**src/rtl/riscv_ctrl_pkg.sv**
```systemverilog
// riscv_ctrl_pkg: shared encodings for the multicycle RV32I control path.
// Holds the supported opcodes, the 4-bit FSM state encoding, the datapath mux
// select constants, the internal ALU operation classes and the ALU control codes.
package riscv_ctrl_pkg;

  // Supported opcodes (instr[6:0])
  localparam logic [6:0] OP_LOAD   = 7'b0000011;
  localparam logic [6:0] OP_STORE  = 7'b0100011;
  localparam logic [6:0] OP_RTYPE  = 7'b0110011;
  localparam logic [6:0] OP_ITYPE  = 7'b0010011;
  localparam logic [6:0] OP_BRANCH = 7'b1100011;
  localparam logic [6:0] OP_JAL    = 7'b1101111;

  typedef enum logic [3:0] {
    S_FETCH     = 4'd0,
    S_DECODE    = 4'd1,
    S_MEM_ADDR  = 4'd2,
    S_MEM_READ  = 4'd3,
    S_MEM_WB    = 4'd4,
    S_MEM_WRITE = 4'd5,
    S_EXEC_R    = 4'd6,
    S_EXEC_I    = 4'd7,
    S_ALU_WB    = 4'd8,
    S_BEQ       = 4'd9,
    S_JAL       = 4'd10
  } state_e;

  // ALU operand A select
  localparam logic [1:0] ALU_SRC_A_PC    = 2'b00;
  localparam logic [1:0] ALU_SRC_A_OLDPC = 2'b01;
  localparam logic [1:0] ALU_SRC_A_REG   = 2'b10;

  // ALU operand B select (2'b11 is never driven)
  localparam logic [1:0] ALU_SRC_B_REG  = 2'b00;
  localparam logic [1:0] ALU_SRC_B_IMM  = 2'b01;
  localparam logic [1:0] ALU_SRC_B_FOUR = 2'b10;

  // Writeback / PC result select
  localparam logic [1:0] RESULT_ALUOUT  = 2'b00;
  localparam logic [1:0] RESULT_MEMDATA = 2'b01;
  localparam logic [1:0] RESULT_ALURES  = 2'b10;

  // Operation class handed from the FSM to the ALU decoder
  localparam logic [1:0] ALU_OP_ADD   = 2'b00;
  localparam logic [1:0] ALU_OP_SUB   = 2'b01;
  localparam logic [1:0] ALU_OP_FUNCT = 2'b10;

  // ALU control codes
  localparam logic [2:0] ALU_CTRL_ADD = 3'b000;
  localparam logic [2:0] ALU_CTRL_SUB = 3'b001;
  localparam logic [2:0] ALU_CTRL_AND = 3'b010;
  localparam logic [2:0] ALU_CTRL_OR  = 3'b011;
  localparam logic [2:0] ALU_CTRL_XOR = 3'b100;
  localparam logic [2:0] ALU_CTRL_SLT = 3'b101;
  localparam logic [2:0] ALU_CTRL_SLL = 3'b110;
  localparam logic [2:0] ALU_CTRL_SRL = 3'b111;

endpackage

```
**src/rtl/multicycle_ctrl_if.sv**
```systemverilog
// multicycle_ctrl_if: bundle between the control FSM and the shared datapath.
//   Instruction fields and mem_ready flow from the datapath into the controller;
//   all mux selects, write enables and status pulses flow back out.
//   modport master : controller side (drives controls)
//   modport slave  : datapath side (drives instruction fields and mem_ready)
interface multicycle_ctrl_if;
  logic [6:0] opcode;
  logic [2:0] funct3;
  logic       funct7_5;
  logic       mem_ready;

  logic       pc_write;
  logic       branch;
  logic       ir_write;
  logic       adr_src;
  logic       mem_read;
  logic       mem_write;
  logic       reg_write;
  logic [1:0] alu_src_a;
  logic [1:0] alu_src_b;
  logic [1:0] result_src;
  logic [2:0] alu_control;
  logic       instr_done;
  logic       illegal_instr;

  modport master (
    input  opcode, funct3, funct7_5, mem_ready,
    output pc_write, branch, ir_write, adr_src, mem_read, mem_write, reg_write,
           alu_src_a, alu_src_b, result_src, alu_control, instr_done, illegal_instr
  );

  modport slave (
    output opcode, funct3, funct7_5, mem_ready,
    input  pc_write, branch, ir_write, adr_src, mem_read, mem_write, reg_write,
           alu_src_a, alu_src_b, result_src, alu_control, instr_done, illegal_instr
  );
endinterface

```
**src/rtl/multicycle_ctrl_alu_decoder.sv**
```systemverilog
// alu_decoder: combinational map from operation class + funct fields to the
// 3-bit ALU control code.
//   alu_op_i      : ALU_OP_ADD / ALU_OP_SUB / ALU_OP_FUNCT
//   funct3_i      : instr[14:12]
//   funct7_5_i    : instr[30]
//   op5_i         : opcode bit 5 (1 = R-type, 0 = I-type when decoding funct)
//   alu_control_o : ALU_CTRL_* code
module alu_decoder
  import riscv_ctrl_pkg::*;
(
  input  logic [1:0] alu_op_i,
  input  logic [2:0] funct3_i,
  input  logic       funct7_5_i,
  input  logic       op5_i,
  output logic [2:0] alu_control_o
);

  always_comb begin
    alu_control_o = ALU_CTRL_ADD;
    case (alu_op_i)
      ALU_OP_SUB: alu_control_o = ALU_CTRL_SUB;
      ALU_OP_FUNCT: begin
        case (funct3_i)
          // Only R-type uses funct7_5 to select sub; addi with instr[30]=1
          // must remain an add.
          3'b000:  alu_control_o = (op5_i && funct7_5_i) ? ALU_CTRL_SUB : ALU_CTRL_ADD;
          3'b001:  alu_control_o = ALU_CTRL_SLL;
          3'b010:  alu_control_o = ALU_CTRL_SLT;
          3'b100:  alu_control_o = ALU_CTRL_XOR;
          // No arithmetic shift in this ALU: srl and sra both map to srl.
          3'b101:  alu_control_o = ALU_CTRL_SRL;
          3'b110:  alu_control_o = ALU_CTRL_OR;
          3'b111:  alu_control_o = ALU_CTRL_AND;
          default: alu_control_o = ALU_CTRL_ADD;
        endcase
      end
      default: alu_control_o = ALU_CTRL_ADD;
    endcase
  end

endmodule

```
**src/rtl/multicycle_ctrl.sv**
```systemverilog
// multicycle_ctrl: main control FSM of the multicycle RV32I core.
// Sequences fetch / decode / execute / memory / writeback for R-type, I-type
// ALU, lw, sw/sh, beq and jal, stalling on mem_ready in FETCH, MEM_READ and
// MEM_WRITE. The state register is the only flop; all outputs are
// combinational from state plus mem_ready/opcode.
//   clk   : rising-edge clock
//   rst_n : synchronous active-low reset, forces FETCH
//   bus   : multicycle_ctrl_if.master (instruction fields, mem_ready in;
//           selects, enables, instr_done, illegal_instr out)
module multicycle_ctrl
  import riscv_ctrl_pkg::*;
(
  input  logic                     clk,
  input  logic                     rst_n,
  multicycle_ctrl_if.master        bus
);

  state_e     state_q, state_d;
  logic [1:0] alu_op;

  always_ff @(posedge clk) begin
    if (!rst_n) state_q <= S_FETCH;
    else        state_q <= state_d;
  end

  always_comb begin
    state_d = state_q;
    case (state_q)
      S_FETCH:     if (bus.mem_ready) state_d = S_DECODE;
      S_DECODE: begin
        case (bus.opcode)
          OP_LOAD, OP_STORE: state_d = S_MEM_ADDR;
          OP_RTYPE:          state_d = S_EXEC_R;
          OP_ITYPE:          state_d = S_EXEC_I;
          OP_BRANCH:         state_d = S_BEQ;
          OP_JAL:            state_d = S_JAL;
          default:           state_d = S_FETCH;
        endcase
      end
      S_MEM_ADDR:  state_d = bus.opcode[5] ? S_MEM_WRITE : S_MEM_READ;
      S_MEM_READ:  if (bus.mem_ready) state_d = S_MEM_WB;
      S_MEM_WB:    state_d = S_FETCH;
      S_MEM_WRITE: if (bus.mem_ready) state_d = S_FETCH;
      S_EXEC_R:    state_d = S_ALU_WB;
      S_EXEC_I:    state_d = S_ALU_WB;
      S_ALU_WB:    state_d = S_FETCH;
      S_BEQ:       state_d = S_FETCH;
      S_JAL:       state_d = S_ALU_WB;
      default:     state_d = S_FETCH;
    endcase
  end

  always_comb begin
    bus.pc_write      = 1'b0;
    bus.branch        = 1'b0;
    bus.ir_write      = 1'b0;
    bus.adr_src       = 1'b0;
    bus.mem_read      = 1'b0;
    bus.mem_write     = 1'b0;
    bus.reg_write     = 1'b0;
    bus.alu_src_a     = ALU_SRC_A_PC;
    bus.alu_src_b     = ALU_SRC_B_REG;
    bus.result_src    = RESULT_ALUOUT;
    bus.instr_done    = 1'b0;
    bus.illegal_instr = 1'b0;
    alu_op            = ALU_OP_ADD;
    case (state_q)
      S_FETCH: begin
        // PC+4 goes straight from the live ALU result into the PC.
        bus.mem_read   = 1'b1;
        bus.alu_src_a  = ALU_SRC_A_PC;
        bus.alu_src_b  = ALU_SRC_B_FOUR;
        bus.result_src = RESULT_ALURES;
        bus.ir_write   = bus.mem_ready;
        bus.pc_write   = bus.mem_ready;
      end
      S_DECODE: begin
        // old_pc + imm lands in ALUOut as the branch/jal target.
        bus.alu_src_a = ALU_SRC_A_OLDPC;
        bus.alu_src_b = ALU_SRC_B_IMM;
        case (bus.opcode)
          OP_LOAD, OP_STORE, OP_RTYPE, OP_ITYPE, OP_BRANCH, OP_JAL: ;
          default: begin
            bus.illegal_instr = 1'b1;
            bus.instr_done    = 1'b1;
          end
        endcase
      end
      S_MEM_ADDR: begin
        bus.alu_src_a = ALU_SRC_A_REG;
        bus.alu_src_b = ALU_SRC_B_IMM;
      end
      S_MEM_READ: begin
        bus.adr_src  = 1'b1;
        bus.mem_read = 1'b1;
      end
      S_MEM_WB: begin
        bus.result_src = RESULT_MEMDATA;
        bus.reg_write  = 1'b1;
        bus.instr_done = 1'b1;
      end
      S_MEM_WRITE: begin
        bus.adr_src    = 1'b1;
        bus.mem_write  = 1'b1;
        bus.instr_done = bus.mem_ready;
      end
      S_EXEC_R: begin
        bus.alu_src_a = ALU_SRC_A_REG;
        bus.alu_src_b = ALU_SRC_B_REG;
        alu_op        = ALU_OP_FUNCT;
      end
      S_EXEC_I: begin
        bus.alu_src_a = ALU_SRC_A_REG;
        bus.alu_src_b = ALU_SRC_B_IMM;
        alu_op        = ALU_OP_FUNCT;
      end
      S_ALU_WB: begin
        bus.result_src = RESULT_ALUOUT;
        bus.reg_write  = 1'b1;
        bus.instr_done = 1'b1;
      end
      S_BEQ: begin
        bus.alu_src_a  = ALU_SRC_A_REG;
        bus.alu_src_b  = ALU_SRC_B_REG;
        alu_op         = ALU_OP_SUB;
        bus.result_src = RESULT_ALUOUT;
        bus.branch     = 1'b1;
        bus.instr_done = 1'b1;
      end
      S_JAL: begin
        // PC takes the target from ALUOut while the ALU forms the link value.
        bus.alu_src_a  = ALU_SRC_A_OLDPC;
        bus.alu_src_b  = ALU_SRC_B_FOUR;
        bus.result_src = RESULT_ALUOUT;
        bus.pc_write   = 1'b1;
      end
      default: ;
    endcase
  end

  alu_decoder u_alu_decoder (
    .alu_op_i      (alu_op),
    .funct3_i      (bus.funct3),
    .funct7_5_i    (bus.funct7_5),
    .op5_i         (bus.opcode[5]),
    .alu_control_o (bus.alu_control)
  );

endmodule

```
**src/flat_wrapper.sv**
```systemverilog
// flat-port wrapper written by rule: the top's interface ports become plain ports
module multicycle_ctrl_flat import riscv_ctrl_pkg::*;
  (clk, rst_n, bus_opcode, bus_funct3, bus_funct7_5, bus_mem_ready, bus_pc_write, bus_branch, bus_ir_write, bus_adr_src, bus_mem_read, bus_mem_write, bus_reg_write, bus_alu_src_a, bus_alu_src_b, bus_result_src, bus_alu_control, bus_instr_done, bus_illegal_instr);
  multicycle_ctrl_if bus_i ();
  input  logic clk;
  input  logic rst_n;
  input wire logic [$bits(bus_i.opcode)-1:0] bus_opcode;
  input wire logic [$bits(bus_i.funct3)-1:0] bus_funct3;
  input wire logic [$bits(bus_i.funct7_5)-1:0] bus_funct7_5;
  input wire logic [$bits(bus_i.mem_ready)-1:0] bus_mem_ready;
  output wire logic [$bits(bus_i.pc_write)-1:0] bus_pc_write;
  output wire logic [$bits(bus_i.branch)-1:0] bus_branch;
  output wire logic [$bits(bus_i.ir_write)-1:0] bus_ir_write;
  output wire logic [$bits(bus_i.adr_src)-1:0] bus_adr_src;
  output wire logic [$bits(bus_i.mem_read)-1:0] bus_mem_read;
  output wire logic [$bits(bus_i.mem_write)-1:0] bus_mem_write;
  output wire logic [$bits(bus_i.reg_write)-1:0] bus_reg_write;
  output wire logic [$bits(bus_i.alu_src_a)-1:0] bus_alu_src_a;
  output wire logic [$bits(bus_i.alu_src_b)-1:0] bus_alu_src_b;
  output wire logic [$bits(bus_i.result_src)-1:0] bus_result_src;
  output wire logic [$bits(bus_i.alu_control)-1:0] bus_alu_control;
  output wire logic [$bits(bus_i.instr_done)-1:0] bus_instr_done;
  output wire logic [$bits(bus_i.illegal_instr)-1:0] bus_illegal_instr;
  assign bus_i.opcode = bus_opcode;
  assign bus_i.funct3 = bus_funct3;
  assign bus_i.funct7_5 = bus_funct7_5;
  assign bus_i.mem_ready = bus_mem_ready;
  assign bus_pc_write = bus_i.pc_write;
  assign bus_branch = bus_i.branch;
  assign bus_ir_write = bus_i.ir_write;
  assign bus_adr_src = bus_i.adr_src;
  assign bus_mem_read = bus_i.mem_read;
  assign bus_mem_write = bus_i.mem_write;
  assign bus_reg_write = bus_i.reg_write;
  assign bus_alu_src_a = bus_i.alu_src_a;
  assign bus_alu_src_b = bus_i.alu_src_b;
  assign bus_result_src = bus_i.result_src;
  assign bus_alu_control = bus_i.alu_control;
  assign bus_instr_done = bus_i.instr_done;
  assign bus_illegal_instr = bus_i.illegal_instr;
  multicycle_ctrl u_core (.clk(clk), .rst_n(rst_n), .bus(bus_i));
endmodule
```
**config.mk**
```make
export PLATFORM = sky130hd
export DESIGN_NAME = multicycle_ctrl_flat
export DESIGN_NICKNAME = d
export VERILOG_FILES = /design/src/rtl/riscv_ctrl_pkg.sv /design/src/rtl/multicycle_ctrl_if.sv /design/src/rtl/multicycle_ctrl_alu_decoder.sv /design/src/rtl/multicycle_ctrl.sv /design/src/flat_wrapper.sv
export SDC_FILE = /design/constraint.sdc
export NUM_CORES = 1
export LEC_CHECK = 0
export CORE_MARGIN = 10
export CORE_UTILIZATION = 35
export DETAILED_ROUTE_END_ITERATION = 10
export PLACE_DENSITY = 0.75
export SETUP_SLACK_MARGIN = 0.4
export SLEW_MARGIN = 25
export SYNTH_ARGS = -nofsm -noshare
export SYNTH_HDL_FRONTEND = slang
export SYNTH_HIERARCHICAL = 1
export SYNTH_SLANG_ARGS = --single-unit
```
**constraint.sdc**
```tcl
create_clock -name clk -period 1.85 [get_ports clk]
set_input_delay 0.37 -clock clk [delete_from_list [all_inputs] [get_ports clk]]
set_output_delay 0.37 -clock clk [all_outputs]
set_load 0.05 [all_outputs]
```
==> impl_metrics.csv, run 1 <==
group,metric,value,unit
run_status,outcome,"aborted with a tool error",
run_status,failed_stage,"clock tree synthesis (4_1_cts)",
run_status,run.stop_error,"[ERROR DPL-0038] Utilization greater than 100%, impossible to legalize",
synth,synthMuxAreaShare,1.59,%
floorplan,die_h,62.4,um
synth,synth-seq-area-share,12.7,%
clock_tree,cts_buffers,3,
synth,syn_nets,107,
floorplan,io-pin-count,32,
synth,synth_cell_types,36,
synth,synth_top_family_by_area,"simple AND/OR/NAND/NOR gates",
synth,yosys_warnings,6,
synth,synthAdderAreaFrac,3.97,%
synth,synth_seq_cells,4,
clock_tree,cts.root.buffer_cell,"clkbuf_4",
synth,synth_edf_count,0,
clock_tree,ctsHoldBuffers,0,
synth,synth_top_area_share,12.7,%
synth,postSynthCellCount,91,
placed_design,dp_cells,167,
synth,synth_area_leaders,"dfxtp_1 13%, nor2_1 6.0%, nor2b_1 5.0%, a21oi_1 4.8%, o21ai_0 4.8%",
synth,yosysMostFrequentCell,"nor2_1",
clock_tree,cts_max_path_buffers,2,
placed_design,dp.final_hpwl,2.19,mm
clock_tree,postCtsSetupBuffers,15,
synth,syn_area_per_cell,6.93,sq um
floorplan,fp.dieW,62.4,um
synth,synth_simple_gate_area_share,44.8,%
clock_tree,clock_sinks,4,
synth,syn_area,631,sq um
floorplan,start_util,36.5,%
synth,synth_compound_area_share,27.0,%
placed_design,gp_congestion,0.813,
synth,synth_largest_area_cell,"dfxtp_1",
clock_tree,h-tree-depth,1,
synth,yosys_most_used_dff,"dfxtp_1",
synth,synth_xor_area_share,4.17,%
clock_tree,post_cts_resized,60,
synth,ys_top_cells_by_count,"10 x nor2_1, 7 x nand2_1, 6 x a21oi_1, 6 x o21ai_0",
synth,async_flop_share,0,%
placed_design,io_buffers,31,
floorplan,num_rows,15,
[per-stage QoR]
stage          util (%)  worst slack, ps  hold slack [ps]  setup TNS (ps)  cell area [sq um]
3_5_place_dp       84.1             -393              699            -955               1450
2_1_floorplan         -             -151              494            -375                817
3_3_place_gp       84.1             -299              688            -620               1450
[cell families after synthesis]
family,Yosys count
xor+xnor,3
mux,1
flops,4
simple gates,46
compound gates,26
fa+ha+maj,2
buf+inv,9
==> run 2, diff against run 1 <==
--- a/config.mk
+++ b/config.mk
@@ -5,11 +5,10 @@
 export SDC_FILE = /design/constraint.sdc
 export NUM_CORES = 1
 export LEC_CHECK = 0
-export CORE_MARGIN = 10
-export CORE_UTILIZATION = 35
+export CORE_AREA = 10 10 71 73
 export DETAILED_ROUTE_END_ITERATION = 10
-export PLACE_DENSITY = 0.75
-export SETUP_SLACK_MARGIN = 0.4
+export DIE_AREA = 0 0 81 83
+export PLACE_DENSITY_LB_ADDON = 0.15
 export SLEW_MARGIN = 25
 export SYNTH_ARGS = -nofsm -noshare
 export SYNTH_HDL_FRONTEND = slang
==> constraint.sdc (replaced) <==
create_clock -name clk -period 2.41 [get_ports clk]
set_input_delay 0.482 -clock clk [delete_from_list [all_inputs] [get_ports clk]]
set_output_delay 0.482 -clock clk [all_outputs]
set_load 0.05 [all_outputs]
==> run 2 against run 1 <==
  * The flow now finishes without violations
  * Area after synthesis did not move
  * Synthesized cell count unchanged
==> impl_metrics.csv, run 2 <==
group,metric,value,unit
timing,tightest_slew,465,ps
synth,synth_largest_area_cell,"dfxtp_1",
clock_tree,clock_sinks,4,
timing,fin_ws,70.2,ps
timing,fin_crit_sh,97.1,%
pwr,pwr-share-seq,17.1,%
worst_setup_path,r2r_end,"u_core/state_q[0]",
synth,yosys_warnings,6,
drt,drt_iter0_drc,76,
drt,routed_via_density,4.45,
worst_setup_path,path_cells,"clkdlybuf4s50_1 -> nand3b_1 -> nor3_2 -> nor3_4 -> a21o_1 -> buf_4",
pwr,clock_power_share,35.9,%
synth,syn_area_per_cell,6.93,sq um
floorplan,start_util,17.4,%
job,maxCapViolCount,0,
synth,async_flop_share,0,%
placed_design,gp_congestion,0.761,
worst_setup_path,end_kind,"output port",
pwr,p_switching,146,uW
finish,n_antenna_cell,0,
worst_setup_path,cp.required,1930,ps
clock_tree,cts_buffers,3,
drt,wl_per_cell,13.8,um
placed_design,io_buffers,31,
floorplan,die_h,83,um
hold_path,hold_depth,3,
timing,finalSetupViolations,0,
pwr,p_int,259,uW
worst_setup_path,r2r-start,"u_core/state_q[2]",
pwr,peakVddDrop,0.0000893,V
finish,layout_commonest_cell,"buf_4",
floorplan,num_rows,22,
synth,yosysMostFrequentCell,"nor2_1",
finish,final_core_util,34.0,%
finish,regArea,82.6,sq um
synth,synth_edf_count,0,
pwr,power.leakage,0.507,nW
worst_setup_path,cp-start-kind,"input port",
clock_tree,path_clk_slew,30,ps
worst_setup_path,cpPeakStageDelay,530,ps
synth,synth_top_area_share,12.7,%
grt,grt_pass1_vias,853,
synth,synth-seq-area-share,12.7,%
timing,slew_violations,0,
synth,synth_area_leaders,"dfxtp_1 13%, nor2_1 6.0%, nor2b_1 5.0%, a21oi_1 4.8%, o21ai_0 4.8%",
drt,drc,0,
clock_tree,cts_max_path_buffers,2,
floorplan,io-pin-count,32,
run_status,outcome,"finished clean",
hold_path,whs_endpoint,"u_core/state_q[0]",
worst_setup_path,cp_max_fo,3,
synth,ys_top_cells_by_count,"10 x nor2_1, 7 x nand2_1, 6 x a21oi_1, 6 x o21ai_0",
clock_tree,postCtsSetupBuffers,0,
grt,grt_max_degree,15,
floorplan,core-area,3630,sq um
pwr,comb_power_share,47.0,%
finish,synthToLayoutAreaGrowth,95.8,%
timing,max_freq,0.427,GHz
finish,multiInputGateArea,557,sq um
clock_tree,cts_tree,"built",
finish,mostFrequentLayoutCells,"22 x buf_4, 13 x clkdlybuf4s50_1, 9 x buf_12, 9 x nor2_1, 7 x nand2_1",
timing,max_slew_margin,68.9,%
synth,syn_nets,107,
clock_tree,clk_latency,220,ps
timing,finalHoldViolations,0,
synth,postSynthCellCount,91,
hold_path,min_path_type,"reg2reg",
placed_design,dp.final_hpwl,2.03,mm
finish,fillerInstances,392,
synth,yosys_most_used_dff,"dfxtp_1",
timing,period_needed,2340,ps
placed_design,pre_cts_slack,-4.43,ps
worst_setup_path,criticalPathCategory,"in2out",
synth,syn_area,631,sq um
finish,regMostFlops,"u_core/state_q",
synth,synth_cell_types,36,
finish,layout-drive-gt1-share,38.1,%
drt,drtAntennaViolNets,0,
drt,drt_wl_total,2.51,mm
pwr,power.density,328,nW/um^2
finish,reg_top3,"u_core/state_q x4",
finish,largest_register_ffs,4,
grt,grt_pass1_wl,3.95,mm
synth,synth_seq_cells,4,
worst_setup_path,reg2reg_depth,5,
grt,antenna_found_initial,0,
grt,track_usage,7.11,%
pwr,swShare,36.1,%
finish,nets,152,
floorplan,fp.dieW,81,um
drt,first_pass_iters,4,
clock_tree,h-tree-depth,1,
worst_setup_path,slowest_stage,"clkdlybuf4s50_1",
grt,grt.overflow.total,0,
hold_path,hp-start,"u_core/state_q[3]",
floorplan,die_area,6720,sq um
timing,fin_skew,2.82,ps
drt,dr_total_vias,810,
worst_setup_path,r2r_slack,930,ps
worst_setup_path,arrival,1860,ps
clock_tree,cts.root.buffer_cell,"clkbuf_8",
==> run 2: cell counts after synthesis <==
Identical to the previous run, type by type.
==> run 2: routing by layer <==
metal	GRT usage, %	vias to the layer above	wire [um]
met5	0	-	0
met4	2.50	0	29
met3	3.23	5	197
met2	11.2	21	1210
met1	8.13	370	1080
li1	-	414	-
==> run 2: metrics by stage <==
stage | area (sq um) | hold slack [ps] | std cells | power, mW | setup TNS (ps)
final | 1230 | 720 | 182 | 0.406 | 0
after CTS | 1220 | 759 | 182 | 0.408 | 0
after global placement | 1170 | 772 | 179 | 0.258 | 0
after detailed placement | 1170 | 751 | 179 | 0.259 | -4.43
after floorplan | 653 | 613 | 91 | 0.169 | -2.77
after global routing | 1230 | 759 | 182 | 0.426 | -13.4
==> run 2: area by class of cell <==
type / count / share of cell area [%]
multi-input cells: 78 / 45.1
clock buffers: 3 / 3.34
repair buffers: 44 / 38.5
flip-flops and latches: 4 / 6.69
inverters: 5 / 1.52
well taps: 48 / 4.86
==> run 2: worst max-delay path: cells and delay by family <==
kind                   cells  cell delay, ps
buffers and inverters      2             710
AOI/OAI and AO/OA          1             160
and+or+nand+nor            3             510
==> run 2: how the worst max path moves through the flow <==
stage / from / to / slack [ps] / cells after the start
3_5_place_dp: bus_opcode[6] / bus_instr_done / -4 / 6
3_3_place_gp: bus_opcode[2] / bus_instr_done / 40 / 6
5_1_grt: bus_opcode[6] / bus_instr_done / -10 / 6
4_1_cts: u_core/state_q[3] / bus_alu_control[2] / 10 / 5
6_report: bus_opcode[6] / bus_instr_done / 70 / 6
2_1_floorplan: u_core/state_q[1] / bus_alu_control[0] / -3 / 6
==> run 2: kinds of logic (layout without fill, tap and decap cells) <==
logic type,count (synthesis),count (layout),share of synthesized area [%]
adder cells (fa/ha/maj),2,2,3.97
flip-flops,4,4,12.7
AO/OA/AOI/OAI,26,26,27.0
buffers and inverters,9,52,5.75
AND/OR/NAND/NOR,46,46,44.8
multiplexers,1,1,1.59
XOR/XNOR,3,3,4.17
==> run 2: timing repair <==
action | 4_1_cts | 5_1_grt
gates resized for setup | 2 | 4
hold buffers | 0 | 0
endpoints found under the setup margin | 2 | 3
==> run 2: power by group through the flow <==
stage          Clock (mW)  Sequential, mW  Combinational, mW
6_report            0.146          0.0694              0.190
5_1_grt             0.155          0.0697              0.201
4_1_cts             0.148          0.0696              0.190
3_5_place_dp            0          0.0704              0.189
3_3_place_gp            0          0.0705              0.188
2_1_floorplan           0          0.0708             0.0983
Power figures use the tool's default switching activity.
==> run 3, diff against run 2 <==
--- a/config.mk
+++ b/config.mk
@@ -5,7 +5,9 @@
 export SDC_FILE = /design/constraint.sdc
 export NUM_CORES = 1
 export LEC_CHECK = 0
+export ABC_CLOCK_PERIOD_IN_PS = 2410
 export CORE_AREA = 10 10 71 73
+export CTS_CLUSTER_SIZE = 8
 export DETAILED_ROUTE_END_ITERATION = 10
 export DIE_AREA = 0 0 81 83
 export PLACE_DENSITY_LB_ADDON = 0.15
==> results of run 3 <==
No change in the layout: final DEF, timing and power equal those of run 2.
